## src/rtl/demapper_4_ask_ref.sv

```systemverilog
// 4-ASK slicer with adaptive reference tracking: Gray symbol, ideal level and slicer error.
// SLICER_ERR_OUT_EN enables the saturated error output; when undefined err_out is held at 0.
//
// state   | meaning
// ACQUIRE | no window completed yet, ref_level = INIT_REF, locked = 0
// TRACK   | ref_level follows each completed window mean, locked = 1
module demapper_4_ask_ref #(
  parameter int                 LOG2_N   = 10,
  parameter logic signed [17:0] INIT_REF = 18'sd32768
) (
  input  logic               clk,
  input  logic               reset_n,
  input  logic               clk_en,
  input  logic signed [17:0] sig_in,
  input  logic               hold,
  output logic [1:0]         data_out,
  output logic signed [17:0] dec_level,
  output logic signed [17:0] err_out,
  output logic signed [17:0] ref_level,
  output logic               locked,
  output logic               valid
);

  localparam int ACC_W = 17 + LOG2_N;

  typedef enum logic {ACQUIRE, TRACK} state_t;
  state_t state_q, state_d;

  logic signed [17:0] x_r;
  logic [16:0]        ax_r;
  logic               stage1_vld;
  logic [ACC_W-1:0]   acc;
  logic [LOG2_N-1:0]  cnt;

  logic signed [17:0] neg_in;
  logic [16:0]        ax_in;
  logic signed [17:0] p1, p2;
  logic signed [18:0] p2_raw;
  logic [1:0]         sym;
  logic signed [17:0] lvl;
  logic signed [17:0] err_c;
  logic [ACC_W-1:0]   acc_sum;
  logic signed [17:0] ref_new;
  logic               win_end;

  assign neg_in = -sig_in;
  // -131072 has no positive 1s17 counterpart, so its magnitude clamps to full scale
  assign ax_in  = (sig_in == 18'sh20000) ? 17'h1ffff :
                  (sig_in[17] ? neg_in[16:0] : sig_in[16:0]);

  assign p1     = ref_level >>> 1;
  assign p2_raw = {ref_level[17], ref_level} + {p1[17], p1};
  assign p2     = (p2_raw > 19'sd131071) ? 18'sd131071 : p2_raw[17:0];

  always_comb begin
    sym = 2'b00;
    lvl = '0;
    if (x_r >= ref_level) begin
      sym = 2'b00;
      lvl = p2;
    end else if (x_r >= 18'sd0) begin
      sym = 2'b01;
      lvl = p1;
    end else if (x_r >= -ref_level) begin
      sym = 2'b11;
      lvl = -p1;
    end else begin
      sym = 2'b10;
      lvl = -p2;
    end
  end

`ifdef SLICER_ERR_OUT_EN
  logic signed [18:0] diff;
  always_comb begin
    diff  = {x_r[17], x_r} - {lvl[17], lvl};
    err_c = diff[17:0];
    if (diff > 19'sd131071)
      err_c = 18'sd131071;
    else if (diff < -19'sd131072)
      err_c = -18'sd131072;
  end
`else
  assign err_c = '0;
`endif

  assign acc_sum = acc + {{LOG2_N{1'b0}}, ax_r};
  // window mean of 17-bit magnitudes always fits in 17 bits, so ref stays non-negative
  assign ref_new = {1'b0, acc_sum[LOG2_N +: 17]};
  assign win_end = stage1_vld && !hold && (cnt == '1);

  always_comb begin
    state_d = state_q;
    if (clk_en && win_end)
      state_d = TRACK;
  end

  always_ff @(posedge clk) begin
    if (!reset_n)
      state_q <= ACQUIRE;
    else
      state_q <= state_d;
  end

  assign locked = (state_q == TRACK);

  always_ff @(posedge clk) begin
    if (!reset_n) begin
      x_r        <= '0;
      ax_r       <= '0;
      stage1_vld <= 1'b0;
      valid      <= 1'b0;
      data_out   <= 2'b00;
      dec_level  <= '0;
      err_out    <= '0;
      acc        <= '0;
      cnt        <= '0;
      ref_level  <= INIT_REF;
    end else if (clk_en) begin
      x_r        <= sig_in;
      ax_r       <= ax_in;
      stage1_vld <= 1'b1;
      valid      <= stage1_vld;
      data_out   <= sym;
      dec_level  <= lvl;
      err_out    <= err_c;
      if (hold) begin
        acc <= '0;
        cnt <= '0;
      end else if (stage1_vld) begin
        if (cnt == '1) begin
          acc       <= '0;
          cnt       <= '0;
          ref_level <= ref_new;
        end else begin
          acc <= acc_sum;
          cnt <= cnt + 1'b1;
        end
      end
    end
  end

endmodule

```

## config.mk

```make
export PLATFORM = sky130hd
export DESIGN_NAME = demapper_4_ask_ref
export DESIGN_NICKNAME = d
export VERILOG_FILES = /design/src/rtl/demapper_4_ask_ref.sv
export SDC_FILE = /design/constraint.sdc
export NUM_CORES = 1
export LEC_CHECK = 0
export ABC_AREA = 1
export CAP_MARGIN = 5
export CORE_MARGIN = 4
export CORE_UTILIZATION = 35
export DETAILED_ROUTE_END_ITERATION = 8
export GPL_TIMING_DRIVEN = 0
export PLACE_DENSITY_LB_ADDON = 0.05
export SLEW_MARGIN = 0
export SYNTH_ARGS = -nofsm -noshare
export SYNTH_HDL_FRONTEND = slang
export SYNTH_SLANG_ARGS = --single-unit
```

## constraint.sdc

```tcl
create_clock -name clk -period 8.7 [get_ports clk]
set_input_delay 1.74 -clock clk [delete_from_list [all_inputs] [get_ports clk]]
set_output_delay 1.74 -clock clk [all_outputs]
set_load 0.02 [all_outputs]
```

Word-level counts from Yosys, hierarchy flattened

Cells that the tools add are included.

Flip-flop bits (word level): 112
Output and inout bits: 58

Add/subtract/negate cells: 7
Order comparisons: 4
Eq/ne operators: 2
Multiplexer cells: 15
Bitwise gates (word level): 1
Reductions and logical operators: 7

Operator list:

| kind                  | number |
|---|---|
| $mux 27               | 3 |
| $mux 18               | 4 |
| $ge 18x18->1          | 2 |
| $mux 17               | 2 |
| $mux 10               | 3 |
| $add 27x17->27        | 1 |
| $add 17x16->18        | 1 |
| $eq 18x18->1 const B  | 1 |
| $ge 18x1->1 const B   | 1 |
| $gt 18x17->1 const B  | 1 |
| $neg 16->18           | 1 |
| $neg 17->18           | 1 |
| $neg 18->18           | 1 |
| $neg 17->17           | 1 |
| $add 10x1->10 const B | 1 |
| $eq 10x10->1 const B  | 1 |
| $mux 2                | 2 |
| $reduce_and 4->1      | 1 |
| $logic_and 1x1->1     | 3 |
| $reduce_and 2->1      | 1 |
| $reduce_bool 2->1     | 1 |
| $logic_not 1->1       | 1 |
| $mux 1                | 1 |
| $not 1->1             | 1 |

Depth between registers and ports, before layout

Depth in word-level cells: 7
Mapped depth: 29
Depth with buffers taken out: 29

Worst setup path after synthesis

Ideal clock, no wire load.

Kind: reg-to-reg
Start: register ref_level[2]
End: register dec_level[8]
Arrival time: 3275 ps
Required time: 8568 ps
Slack: 5293 ps
Stages on the path, launching flop included: 29
Buffers on the path: 1
Clock period less this slack: 3407 ps
Path through: dfxtp_1 -> inv_1 -> ha_1 -> nand3_1 -> inv_1 -> nand2_1 -> inv_1 -> nand2_1 -> inv_1 -> nand2_1 -> inv_1 -> nand3_1 -> nor2_1 -> ha_1 -> nand2_1 -> inv_1 -> nand3_1 -> nor2_1 -> nand4_1 -> nand3_1 -> xnor2_1 -> inv_1 -> nand2_2 -> clkbuf_1 -> o21ai_0 -> o21ai_1 -> nand2_1 -> nand2_1 -> a21oi_1

Word-level cells in the longest chain between the ends: 7
Elaborated cells on any way between the ends: 11
Those cells by class: add/sub: 4; order compare: 3; mux: 4

RTL lines:

| element                | line | source |
|---|---|---|
| start, declared        | 19   | `output logic signed [17:0] ref_level,` |
| start signal, assigned | 134  | `ref_level <= ref_new;` |
| $add 17x16->18         | 52   | `assign p2_raw = {ref_level[17], ref_level} + {p1[17], p1};` |
| $gt 18x17->1           | 53   | `assign p2 = (p2_raw > 19'sd131071) ? 18'sd131071 : p2_raw[17:0];` |
| $mux 18                | 53   |  |
| $neg 18->18            | 69   | `lvl = -p2;` |
| $mux 18                | 64   | `end else if (x_r >= -ref_level) begin` |
| $mux 18                | 61   | `end else if (x_r >= 18'sd0) begin` |
| $mux 18 (*)            | 58   | `if (x_r >= ref_level) begin` |
| end signal, assigned   | 125  | `dec_level <= lvl;` |
| end, declared          | 17   | `output logic signed [17:0] dec_level,` |

Every way passes the cells marked *; elsewhere a longest branch is shown, timed or not.
A chain may end at the register's enable or synchronous reset.

Worst setup path in the final report

Start: register ref_level[5]
End: register dec_level[7]

The elaborated chain is that of the path after synthesis.

==> results_dict.tcl <==
set metrics [dict create \
    outcome "complete, no violations" \
    p_total_mw 1.202 \
    finalHoldViolCount 0 \
    synth_cells 1411 \
    port-buffer-count 59 \
    holdPathEnd "dec_level[10]$_SDFFE_PN0P_" \
    num_io_pins 80 \
    final_common_cell "nand2_1" \
    nets 1611 \
    gp_congestion 0.9249 \
    crit_required_ps 9010 \
    start_util_pct 35.49 \
    syn_to_final_growth_pct 14.92 \
    die_h_um 170.6 \
    rsz0062_at_grt "no" \
    fp.dieW_um 170.6 \
    slew_violations 0 \
    cts_tree "built" \
    cp_slowest_cell "dfxtp_1" \
    fin_worst_skew_ps 11.03 \
    via_per_inst 5.018 \
    overflow 0 \
    htreeDepth 3 \
    period_share_pct 54.66 \
    grt_start_max_net_pins 22 \
    cp_max_fo 10 \
    cts_made_buffers 9 \
    whs_path_depth 2 \
    clk_latency_ps 370 \
    drv_cap 0 \
    grt_pass1_wl_um 49340 \
    crit_top_cell "inv_1" \
    drc 0 \
    report.final.setup_viol 0 \
    rows 59 \
    r2r-end "dec_level[7]$_SDFFE_PN0P_" \
    synth_ff_type "dfxtp_1" \
    r2r_slack_ps 3940 \
    critPathKind "reg -> reg" \
    track_usage_pct 21.98 \
    via_count 9229 \
    cts-resized-gates 0 \
    r2r_start "ref_level[5]$_SDFFE_PN0P_" \
    ctsHoldBuffers 0 \
    max_freq_ghz 0.2103 \
    core_area_um2 26060 \
    antenna_cells 0 \
    yosysSeqAreaShare_pct 24.24 \
    synthArstFlopShare_pct 0 \
    period_needed_ps 4755 \
    setup_tns_ps 0 \
    hold_path.class "reg -> reg" \
    drive_above_1_share_pct 8.045 \
    cts-root-buf "clkbuf_16" \
    hold_path.startpoint "dec_level[10]$_SDFFE_PN0P_" \
    synth.cell_area_um2 9249 \
    worstPathArrival_ps 5060 \
    post_cts_buffers 0 \
    layout_common_cells "332 x nand2_1, 154 x a21oi_1, 152 x inv_1" \
    first_pass_iters 5 \
    clock-sinks 112 \
    ant_nets 0 \
    grt_pass1_vias 8785 \
    avgRoutedWirePerCell_um 17.33 \
    worst_hold_slack_ps 468.1 \
    clk_pin_slew_worst_paths_ps 90 \
    relSlewSlack_pct 53.94 \
    tightest_slew_ps 683.7 \
    clk_path_buf_depth 2 \
    slowest_delay_ps 580 \
    cp-start-kind "flip-flop" \
    synth_cell_types 54 \
    reg2reg_depth 27 \
    drtIter0Drc 493 \
    synth_edf_count 0 \
    worst_ir_drop_vdd_mv 0.08756 \
    p_per_area_nw_per_um2 113.1 \
    avgSynthCellArea_um2 6.555 \
    p_leak_nw 5.112 \
    dpl.hpwl_um 26070 \
    ys_seq_elements 112 \
    antenna_found_initial 0 \
    die_area_um2 29090 \
    synth_warnings 0 \
    end_kind "flip-flop" \
    wirelength_um 31860 \
]
==> kinds of logic after synthesis <==
kind of cell	after synthesis	share of synthesized area, %
buffers and inverters	239	10.74
DFF	112	24.24
other	1	0.04055
AOI/OAI and AO/OA	297	17.32
xor gates and xnor gates	57	5.479
adders and majority gates	90	12.34
and+or+nand+nor	615	29.84
==> worst max path at each step <==
stage	start	to	slack, ps	cells after the start
4_1_cts	ref_level[5]$_SDFFE_PN0P_	dec_level[7]$_SDFFE_PN0P_	4040	27
5_1_grt	ref_level[2]$_SDFFE_PN0P_	dec_level[7]$_SDFFE_PN0P_	3550	27
3_3_place_gp	ref_level[5]$_SDFFE_PN0P_	dec_level[7]$_SDFFE_PN0P_	4080	27
3_5_place_dp	ref_level[5]$_SDFFE_PN0P_	dec_level[7]$_SDFFE_PN0P_	4050	27
2_1_floorplan	ref_level[2]$_SDFFE_PN0P_	dec_level[8]$_SDFFE_PN0P_	5290	28
6_report	ref_level[5]$_SDFFE_PN0P_	dec_level[7]$_SDFFE_PN0P_	3940	27
==> cells in the mapped netlist, types with 3 or more instances <==
library cell	number	area, um2
buf_4	20	150.1
o21ai_1	14	70.07
a21oi_2	4	35.03
a21oi_1	154	770.7
a221oi_1	3	26.28
nor3_1	14	70.07
or2_2	6	37.54
xor2_1	46	402.9
ha_1	88	1101
nand3b_1	5	37.54
dfxtp_1	112	2242
a211oi_1	6	45.04
and3_1	3	18.77
clkinv_1	5	18.77
nand4_1	23	143.9
nand2_2	14	87.58
inv_2	22	82.58
clkbuf_1	33	123.9
nor2_2	8	50.05
a31oi_1	8	50.05
o21ai_0	87	435.4
nand2_1	332	1246
nor2_4	10	112.6
inv_1	152	570.6
nand3_2	5	50.05
nor2_1	115	431.7
buf_2	3	15.01
nand3_1	64	320.3
xnor2_1	10	87.58
nor4_1	5	31.28
o211ai_1	5	37.54
==> registers in the layout (all words and copies together), names as in the netlist <==
register,flops
cnt,10
x_r,18
acc,27
ax_r,17
ref_level,17
locked,1
valid,1
data_out,2
dec_level,18
stage1_vld,1
==> area by class of cell <==
class,instances,area [um2]
Tap cell,335,419.2
Clock inverter,7,77.57
Fill cell,2840,15430
Multi-Input combinational cell,1078,6081
Buffer,59,315.3
Clock buffer,9,225.2
Sequential cell,112,2242
Timing Repair Buffer,59,590.6
Inverter,180,678.2
==> through the flow <==
stage | cell area (um2) | instances | utilization [%] | setup slack (ps)
after floorplan | 9316 | 1429 | - | 5293
after global placement | 10330 | 1823 | 39.63 | 4077
after detailed placement | 10330 | 1823 | 39.63 | 4048
after CTS | 10630 | 1839 | 40.79 | 4040
after global routing | 10630 | 1839 | 40.79 | 3546
final | 10630 | 1839 | 40.79 | 3945
==> worst max-delay path: cells and delay by family (launching register included) <==
kind | cells | cell delay, ps
AOI/OAI and AO/OA | 2 | 480
xor gates and xnor gates | 1 | 110
adders and majority gates | 2 | 630
buffers and inverters | 8 | 1140
DFF | 1 | 580
and+or+nand+nor | 14 | 1750
==> routing by layer <==
metal | global-route usage [%] | part of all wire (%) | vias up
met5 | 0 | 0 | -
met4 | 11.39 | 5.5 | 0
met3 | 2.542 | 3.7 | 69
met2 | 36.14 | 46 | 203
met1 | 28.41 | 45 | 4191
li1 | - | - | 4766
==> report_power, final <==
part           switching [mW]  total [mW]  internal (mW)
combinational           0.142       0.222         0.0803
clock                   0.224       0.427          0.204
sequential             0.0191       0.552          0.533
(Power assumes the default switching activity.)
